**src/rtl/fa_tag_alloc_ctrl.sv**
```systemverilog
// Fully-associative tag lookup with miss allocation and refill handshake.
// Every hit or completed fill emits one access pulse to the downstream LRU block.
module fa_tag_alloc_ctrl #(
  parameter int NO_ENTRY  = 8,
  parameter int IDX_WIDTH = $clog2(NO_ENTRY),
  parameter int TAG_WIDTH = 20
) (
  input  logic                 clk,
  input  logic                 rst_n,
  input  logic                 flush,
  input  logic                 req_valid,
  output logic                 req_ready,
  input  logic [TAG_WIDTH-1:0] req_tag,
  output logic                 rsp_valid,
  output logic                 rsp_hit,
  output logic [IDX_WIDTH-1:0] rsp_idx,
  output logic                 fill_req_valid,
  input  logic                 fill_req_ready,
  output logic [TAG_WIDTH-1:0] fill_req_tag,
  output logic [IDX_WIDTH-1:0] fill_req_idx,
  input  logic                 fill_done,
  output logic                 acc_en,
  output logic [IDX_WIDTH-1:0] acc_idx,
  input  logic [IDX_WIDTH-1:0] lru_idx
);

  typedef enum logic [2:0] {
    IDLE,
    VICTIM,
    FILL_REQ,
    FILL_WAIT,
    FILL_RESP
  } state_t;

  state_t state, state_nxt;

  logic [TAG_WIDTH-1:0] tag_mem [NO_ENTRY];
  logic [NO_ENTRY-1:0]  valid;
  logic [TAG_WIDTH-1:0] miss_tag;

  logic                 accept_p0;
  logic [NO_ENTRY-1:0]  hit_vec_p0;
  logic                 hit_p0;
  logic [IDX_WIDTH-1:0] hit_idx_p0;
  logic [IDX_WIDTH-1:0] victim_idx;
  logic                 fill_commit;

  // Lowest set bit of a vector; used both as the one-hot hit encoder and
  // as the invalid-first victim picker.
  function automatic logic [IDX_WIDTH-1:0] first_set(input logic [NO_ENTRY-1:0] vec);
    logic [IDX_WIDTH-1:0] idx;
    idx = '0;
    for (int i = NO_ENTRY - 1; i >= 0; i--) begin
      if (vec[i]) idx = IDX_WIDTH'(i);
    end
    return idx;
  endfunction

  // Lookup stage: tag compare against all valid entries in the accept cycle
  assign accept_p0   = (state == IDLE) && req_ready && req_valid && !flush;
  assign fill_commit = (state == FILL_WAIT) && fill_done;

  always_comb begin
    hit_vec_p0 = '0;
    for (int i = 0; i < NO_ENTRY; i++) begin
      hit_vec_p0[i] = valid[i] && (tag_mem[i] == req_tag);
    end
  end

  assign hit_p0     = |hit_vec_p0;
  assign hit_idx_p0 = first_set(hit_vec_p0);
  assign victim_idx = (&valid) ? lru_idx : first_set(~valid);

  always_comb begin
    state_nxt = state;
    case (state)
      IDLE:      if (accept_p0 && !hit_p0) state_nxt = VICTIM;
      VICTIM:    state_nxt = FILL_REQ;
      FILL_REQ:  if (fill_req_ready) state_nxt = FILL_WAIT;
      FILL_WAIT: if (fill_done) state_nxt = FILL_RESP;
      FILL_RESP: state_nxt = IDLE;
      default:   state_nxt = IDLE;
    endcase
  end

  always_ff @(posedge clk or negedge rst_n) begin
    if (!rst_n) state <= IDLE;
    else        state <= state_nxt;
  end

  always_ff @(posedge clk or negedge rst_n) begin
    if (!rst_n) begin
      valid <= '0;
    end else if ((state == IDLE) && flush) begin
      valid <= '0;
    end else if (fill_commit) begin
      valid[fill_req_idx] <= 1'b1;
    end
  end

  // Tag storage and the pending miss tag carry no reset; valid bits gate them.
  always_ff @(posedge clk) begin
    if (accept_p0) miss_tag <= req_tag;
    if (fill_commit) tag_mem[fill_req_idx] <= miss_tag;
  end

  // Response stage: all outputs registered, pulses default low
  always_ff @(posedge clk or negedge rst_n) begin
    if (!rst_n) begin
      req_ready      <= 1'b0;
      rsp_valid      <= 1'b0;
      rsp_hit        <= 1'b0;
      rsp_idx        <= '0;
      fill_req_valid <= 1'b0;
      fill_req_tag   <= '0;
      fill_req_idx   <= '0;
      acc_en         <= 1'b0;
      acc_idx        <= '0;
    end else begin
      req_ready <= (state_nxt == IDLE);
      rsp_valid <= 1'b0;
      acc_en    <= 1'b0;
      case (state)
        IDLE: begin
          if (accept_p0 && hit_p0) begin
            rsp_valid <= 1'b1;
            rsp_hit   <= 1'b1;
            rsp_idx   <= hit_idx_p0;
            acc_en    <= 1'b1;
            acc_idx   <= hit_idx_p0;
          end
        end
        VICTIM: begin
          fill_req_valid <= 1'b1;
          fill_req_tag   <= miss_tag;
          fill_req_idx   <= victim_idx;
        end
        FILL_REQ: begin
          if (fill_req_ready) fill_req_valid <= 1'b0;
        end
        FILL_WAIT: begin
          if (fill_done) begin
            rsp_valid <= 1'b1;
            rsp_hit   <= 1'b0;
            rsp_idx   <= fill_req_idx;
            acc_en    <= 1'b1;
            acc_idx   <= fill_req_idx;
          end
        end
        default: begin
        end
      endcase
    end
  end

endmodule

```
**config.mk**
```make
export PLATFORM = sky130hd
export DESIGN_NAME = fa_tag_alloc_ctrl
export DESIGN_NICKNAME = d
export VERILOG_FILES = /design/src/rtl/fa_tag_alloc_ctrl.sv
export SDC_FILE = /design/constraint.sdc
export NUM_CORES = 1
export LEC_CHECK = 0
export CORE_MARGIN = 1.5
export CORE_UTILIZATION = 42
export CTS_CLUSTER_SIZE = 24
export DETAILED_ROUTE_END_ITERATION = 6
export GPL_ROUTABILITY_DRIVEN = 1
export PLACE_DENSITY_LB_ADDON = 0.12
export REMOVE_ABC_BUFFERS = 1
export SLEW_MARGIN = 40
export SYNTH_ARGS = -nofsm -noshare
export SYNTH_HDL_FRONTEND = slang
export SYNTH_SLANG_ARGS = --single-unit
export TNS_END_PERCENT = 30
```
**constraint.sdc**
```tcl
create_clock -name clk -period 4.4 [get_ports clk]
set_input_delay 0.66 -clock clk [delete_from_list [all_inputs] [get_ports clk]]
set_output_delay 0.66 -clock clk [all_outputs]
set_load 0.03 [all_outputs]
```
# After elaboration in Yosys (flattened, before gate mapping)
# Memory sizes are Yosys's and may differ from the RTL's.
# Cells that the tools add are included.
# totals
in_bits	29
memories	1
reg_bits	61
word_cells	94
ram_bits	160
# classes
magnitude_cmp	2
n_reduce_logical	27
n_eq_ne	14
bitwise	2
n_mux	38
# mem_list
name	words	word_bits	rd	rd_ports_with_merged_regs	write_ports	line	source
tag_mem	8	20	8	0	1	37	logic [TAG_WIDTH-1:0] tag_mem [NO_ENTRY];
# op_table
operator	count
20-bit equality test	8
3-bit two-way mux	22
1-bit logical AND	16
8-bit two-way mux	2
3-bit case mux with 4 select lines	1
1-bit two-way mux	8
8-bit inverter	1
8-bit bitwise OR	1
8-bit AND reduction	1
8-bit OR reduction	1
3-bit by 2-bit equality test with 1-bit output (second input constant)	2
3-bit zero test	2
1-bit case mux with 2 select lines	3
3-bit case mux with 2 select lines	1
2-bit nonzero test	3
3-bit by 4-bit < comparator with 1-bit output (second input constant)	1
2-bit != test (second input constant)	2
1-bit demux with 3-bit select	1
3-bit by 1-bit equality test with 1-bit output (second input constant)	1
3-bit by 1-bit greater-or-equal comparator with 1-bit output (second input constant)	1
3-bit AND reduction	1
1-bit zero test	2
2-bit by 1-bit != test with 1-bit output (second input constant)	1
2-bit AND reduction	1

# Longest topological paths before layout
# Gate-level depths: netlist of run 1.
# logic_depth
word_depth	12
mapped_depth	9
depth_no_buf	8

# Worst setup path after synthesis of run 1
# Ideal clock, no wire load.
# synth_path
kind	register to register
start	reg state[1]
end	mem tag_mem[2][0] (enable)
stages_incl_launch_ff	4
required_ps	3949
setup_ps	451
slack_ps	1157
arrival_ps	2792
synth_period_minus_slack_ps	3243
cell_sequence	dfrtp_1 nor2b_1 nand2_1 nor4_1
# synth_via
elab_chain_len	4
# synth_lines
element	line	source
start: declaration	35	state_t state, state_nxt;
start signal: assignment	88	else state <= state_nxt;
3-bit by 2-bit equality test with 1-bit output	61	assign fill_commit = (state == FILL_WAIT) && fill_done;
1-bit logical AND	61	
1-bit two-way mux	104	if (fill_commit) tag_mem[fill_req_idx] <= miss_tag;
1-bit two-way mux (implied by the code)	104	
end: declaration	37	
# Every way passes these cells.

# Final worst setup path of run 1
# layout_path
start	in req_tag[16]
end	reg acc_idx[1]
# layout_via
elab_chain_len	12
# layout_lines
element	line	source
start: declaration	13	input logic [TAG_WIDTH-1:0] req_tag,
20-bit equality test	66	hit_vec_p0[i] = valid[i] && (tag_mem[i] == req_tag);
1-bit logical AND	66	
3-bit two-way mux (8 in series)	54	if (vec[i]) idx = IDX_WIDTH'(i);
3-bit two-way mux	125	if (accept_p0 && hit_p0) begin
3-bit case mux with 2 select lines	123	case (state)
end signal: assignment	130	acc_idx <= hit_idx_p0;
end signal: assignment	147	acc_idx <= fill_req_idx;
end: declaration	23	output logic [IDX_WIDTH-1:0] acc_idx,
# Several ways; a longest one is shown, not always the timed one. The select of a mux whose other input is x is not followed.
# A chain may end at the register's enable or synchronous reset.

==> impl_metrics.ini, run 1 <==
[status]
status = completed

[run]
cap_violations = 0

[grt]
antenna_found_initial = 0
track_usage_pct = 20.6
grt_first_pass_wirelength_um = 33000
grt_pass1_vias = 5087
grt_max_degree = 42
overflow = 0

[worst_setup_path]
reg2reg_depth = 8
cp.required_ns = 4.80
critPathSlowestCell = clkdlybuf4s50_1
setup.worst_path.end_class = flip-flop
crit_type = input port to flip-flop
critPathArrivalTime_ns = 3.59
critical_path.top_delay_family = simple AND/OR/NAND/NOR gates
r2r_end = acc_idx[1]
cp_cell_sequence = clkdlybuf4s50_1 > xor2_1 > nor4_1 > nand4_1 > or2_1 > nand4_2 > o21ai_4 > nand2_4 > mux2_4
r2r_setup_slack_ns = 1.74
worstPathMaxFanout = 9
crit_path_start_kind = input port
critPathMaxStageDelay_ns = 0.72
regToRegStartpoint = tag_mem[2][11]
critical_path_buf_inv_count = 1

[drt]
num_vias = 4999
drc = 0
viasPerCell = 5.28
drt_iter0_drc = 405
first_pass_iters = 5
antenna_left = 0
wl_per_cell_um = 23.6
totalWireLength_um = 22400

[clock_network]
cts_resized = 0
cts_root_buf = clkbuf_16
cts_hold_buf = 0
cts.sinks = 221
htreeDepth = 1
cts_tree = yes
clkTransAtPathRegs_ns = 0.06
postCtsSetupBuffers = 0
clock_latency_ns = 0.51
cts_buffers = 23
clockBufferDepth = 3

[yosys]
synth.mux.area_fraction_pct = 2.97
synth.avg_cell_area_um2 = 15.9
synth_top_family_by_area = XOR/XNOR gates
ys_ff_latch = 221
synth_fa_ha_area_share_pct = 0
synthesis.instances = 576
synth_area_leaders = edfxtp_1, dfrtp_1, xnor2_1
synth-xor-area-share_pct = 15.4
synth.top_cell.area_share_pct = 59.1
ys_warn_count = 0
synth_seq_area_share_pct = 70.4
synth-simple-area-share_pct = 6.69
ys_types = 42
synth_compound_area_share_pct = 2.23
synth_top_area_cell = edfxtp_1
synth_area_um2 = 9140

[placement]
gp_congestion = 0.837
hpwl_um = 15100
dpl-instance-area_um2 = 10100
port_buffers = 62

[sta]
finalHoldViolations = 0
finalCritPeriodShare_pct = 72.6
timing.hold.ws_ns = 0.126
min_period_ns = 3.19
fin_skew_ns = 0.00931
rsz0062_at_grt = false
max_freq_mhz = 313
slew_viol_final = 0
setup_violations = 0
setup_tns_ns = 0
worst-slew-pin-transition_ns = 0.766
worst_slew_margin_rel_pct = 49.0

[power]
peakVddDrop_uv = 338
p_int_mw = 4.00
comb_power_share_pct = 19.4
leakage_nw = 3.60
swShare_pct = 27.9
power.density_nw_per_um2 = 512
p_switching_mw = 1.55
pwr-share-seq_pct = 46.9
p_clk_share_pct = 33.7

[layout]
final_area_um2 = 10800
layout_common_cells = edfxtp_1, xnor2_1, clkdlybuf4s50_1, xor2_1, dfrtp_1
diodes = 0
area_growth_pct = 18.6
layout.nets = 684
drive_above_1_share_pct = 13.8
layout_commonest_cell = edfxtp_1

[floorplan]
die_w_um = 151
coreArea_um2 = 21200
initial_core_util_pct = 43.2
fp-row-count = 53
die_y_um = 151
fp.dieArea_um2 = 22700
pin_count = 63

[min_path]
hold_path.class = input port to asynchronous set/reset pin
==> sequential cells by signal, indices dropped and copies added (netlist names), 3 cells and up <==
signal,cells
tag_mem,160
valid,8
miss_tag,20
fill_req_tag,20
state,3
fill_req_idx,3
acc_idx,3
==> worst max path at each step <==
stage                           start       endpoint  slack, ns  cells past startpoint
final                     req_tag[16]     acc_idx[1]       1.21                      9
after global routing      req_tag[10]     acc_idx[1]       1.14                      9
after CTS                 req_tag[16]     acc_idx[1]       1.21                      9
after detailed placement  req_tag[16]     acc_idx[1]       0.66                      9
after global placement    req_tag[16]     acc_idx[1]       0.71                      9
after floorplan              state[1]  tag_mem[2][0]       1.16                      3
==> cells in the mapped netlist (all sizes together) <==
| cell type | number |
|---|---|
| mux2i | 2 |
| a211o | 1 |
| a21bo | 1 |
| o21a | 8 |
| a31oi | 4 |
| nand3 | 13 |
| nor4 | 19 |
| nor3 | 6 |
| nand4 | 31 |
| o211ai | 2 |
| o31ai | 1 |
| o21ai | 5 |
| mux2 | 22 |
| xnor2 | 109 |
| or4 | 1 |
| dfrtp | 41 |
| buf | 26 |
| and2 | 2 |
| and4b | 1 |
| nor2b | 2 |
| clkbuf | 3 |
| o21bai | 1 |
| a21oi | 2 |
| o31a | 1 |
| nor3b | 2 |
| inv | 10 |
| and3 | 1 |
| nand2 | 17 |
| nor2 | 8 |
| or2 | 1 |
| xor2 | 51 |
| a21boi | 2 |
| edfxtp | 180 |
==> stage by stage <==
stage | power, mW | cells | util, % | setup slack (ns)
floorplan | 3.23 | 547 | - | 1.16
global placement | 3.72 | 905 | 47.8 | 0.714
detailed placement | 3.73 | 905 | 47.8 | 0.664
CTS | 5.60 | 947 | 51.2 | 1.21
global route | 5.75 | 947 | 51.2 | 1.14
finish | 5.55 | 947 | 51.2 | 1.21
==> cell type report <==
| class | count | area (um2) |
|---|---|---|
| clock buffer | 34 | 647 |
| clock inverter | 8 | 72.6 |
| fill | 1791 | 10300 |
| inverter | 10 | 37.5 |
| multi-input combinational | 316 | 2530 |
| sequential | 221 | 6430 |
| tap | 275 | 344 |
| timing repair buffer | 83 | 776 |
==> cells by family after synthesis <==
kind of cell	Yosys count
muxes	24
buffers and inverters	39
xor gates and xnor gates	160
and+or+nand+nor	104
AOI/OAI and AO/OA	28
DFF	221
==> power groups by stage <==
stage,clock [mW],combinational [mW],sequential (mW)
final,1.87,1.08,2.60
after global placement,0,1.09,2.64
after CTS,1.90,1.09,2.61
after detailed placement,0,1.09,2.65
after global routing,1.97,1.15,2.63
after floorplan,0,0.355,2.87
==> per-layer routing <==
layer  GRT usage (%)  part of all wire (%)  vias to the layer above
li1                -                     -                     2253
met1            30.0                    46                     2544
met2            32.5                    46                      160
met3            3.00                   5.3                       42
met4            4.71                   2.3                        0
met5               0                     0                        -
No activity file was read; power rests on OpenSTA's default activity.
==> inputs of run 2 (changes only) <==
- clock period: 4.4 -> 2.9 ns (I/O delays scaled with it)
==> run 2 against run 1 <==
Flip-flop and latch count did not move. Global-route usage rose by 0.50 points. Die area did not move. First-iteration DRC count fell by 6.4%. Combinational power rose by 57%. Final cell count rose by 4.4%. Via count rose by 2.5%. Worst setup slack got worse by 1.0 ns. Largest cell class unchanged. Core utilization rose by 2.3 points. Design area rose by 4.4%.
==> impl_metrics.ini, run 2 (synthesized netlist as in run 1, its figures left out) <==
[status]
status = completed

[placement]
port_buffers = 62
dpl-instance-area_um2 = 10500
hpwl_um = 15500
gp_congestion = 0.847

[worst_setup_path]
cp-startpoint = req_tag[3]
critical_path.top_delay_family = simple AND/OR/NAND/NOR gates
cp_cell_sequence = clkdlybuf4s50_1 > buf_4 > xnor2_1 > nand4_1 > nor4_1 > nand4_1 > nand4_4 > o21ai_4 > nand2_4 > mux2_4
worstPathMaxFanout = 5
cp.required_ns = 3.30
critPathMaxStageDelay_ns = 0.65
crit_type = input port to flip-flop
regToRegStartpoint = tag_mem[2][1]
cp_common_cell = nand4_1
setup.worst_path.end_class = flip-flop
critical_path_buf_inv_count = 2
critPathSlowestCell = clkdlybuf4s50_1
crit_path_start_kind = input port
critPathArrivalTime_ns = 3.14

[grt]
grt_pass1_vias = 5092
overflow = 0
grt_max_degree = 33
track_usage_pct = 21.0
antenna_found_initial = 0
grt_first_pass_wirelength_um = 33600

[layout]
final_area_um2 = 11300
largest_reg_flops = 160
layout_common_cells = edfxtp_1, xnor2_1, clkdlybuf4s50_1, buf_4, xor2_1
layout.nets = 726
regMostFlops = tag_mem
diodes = 0
area_growth_pct = 23.8
post-route-util_pct = 53.5
layout_commonest_cell = edfxtp_1
largest_registers = tag_mem: 160 flops, fill_req_tag: 20 flops, miss_tag: 20 flops
drive_above_1_share_pct = 18.8

[power]
peakVddDrop_uv = 537
swShare_pct = 27.0
p_total_mw = 8.70
power.density_nw_per_um2 = 768
leakage_nw = 3.88
p_switching_mw = 2.35
p_clk_share_pct = 35.0
pwr-share-seq_pct = 45.5
p_int_mw = 6.35
comb_power_share_pct = 19.6

[sta]
min_period_ns = 2.74
slew_viol_final = 0
max_freq_mhz = 365
fin_skew_ns = 0.0121
finalCritPeriodShare_pct = 94.4
worst-slew-pin-transition_ns = 0.600
setup_tns_ns = 0
setup_violations = 0
rsz0062_at_grt = false
finalHoldViolations = 0
timing.hold.ws_ns = 0.428
worst_slew_margin_rel_pct = 59.7

[clock_network]
cts_hold_buf = 1
clkTransAtPathRegs_ns = 0.06
cts_resized = 0
cts_root_buf = clkbuf_16
cts_tree = yes
clockBufferDepth = 3
cts_buffers = 24
postCtsSetupBuffers = 0
cts.sinks = 221
clock_latency_ns = 0.52
htreeDepth = 1

[drt]
drc = 0
antenna_left = 0
drt_iter0_drc = 379
viasPerCell = 5.18
wl_per_cell_um = 23.2
num_vias = 5124
first_pass_iters = 7
totalWireLength_um = 22900

[floorplan]
coreArea_um2 = 21200
fp-row-count = 53
fp.dieArea_um2 = 22700
pin_count = 63
die_y_um = 151
initial_core_util_pct = 43.2
die_w_um = 151

[run]
cap_violations = 0

[min_path]
hold_path.class = input port to asynchronous set/reset pin
run 2: changes by cell type in the layout (fill, tap and decap cells not counted):
cell and change:
inv_6 -1, clkbuf_8 +1, buf_4 +32, buf_12 +8, clkinvlp_4 -2, dlygate4sd3_1 +1
bufinv_16 +1, clkbuf_16 +2
run 2: layout make-up:
class	instances	area (um2)
Timing Repair Buffer	124	1190
Multi-Input combinational cell	316	2530
Clock buffer	37	711
Inverter	10	37.5
Clock inverter	6	78.8
Tap cell	275	344
Fill cell	1773	9840
Sequential cell	221	6430
run 2: power groups by stage:
stage | logic, mW | clock network, mW | registers [mW]
after floorplan | 0.538 | 0 | 4.36
after global placement | 1.70 | 0 | 4.00
after detailed placement | 1.71 | 0 | 4.02
after CTS | 1.72 | 3.11 | 3.96
after global routing | 1.81 | 3.24 | 4.00
final | 1.70 | 3.04 | 3.95
run 2: metrics by stage:
step	setup WS, ns	instances
finish	0.162	989
global route	0.135	989
CTS	0.220	989
detailed placement	-0.319	945
global placement	-0.275	945
floorplan	-0.338	547
run 2: path summary, 6_finish.rpt:
check	endpoint	slack, ns	cells after the start
worst max-delay path	acc_idx[1]	0.16	10
worst min-delay path	fill_req_tag[0]	0.43	2
worst max register to register	acc_idx[1]	0.42	8
worst min register to register	fill_req_tag[1]	0.50	1
max in group asynchronous	state[1]	1.96	3
min in group clk	fill_req_tag[1]	0.50	1
run 2: per-layer routing:
metal  routed length, um  part of all wire [%]  track usage (%)
met5                   0                     0                0
met4                 331                   1.4             4.61
met3                1200                   5.2             3.15
met2               10800                    47             33.3
met1               10600                    46             30.8
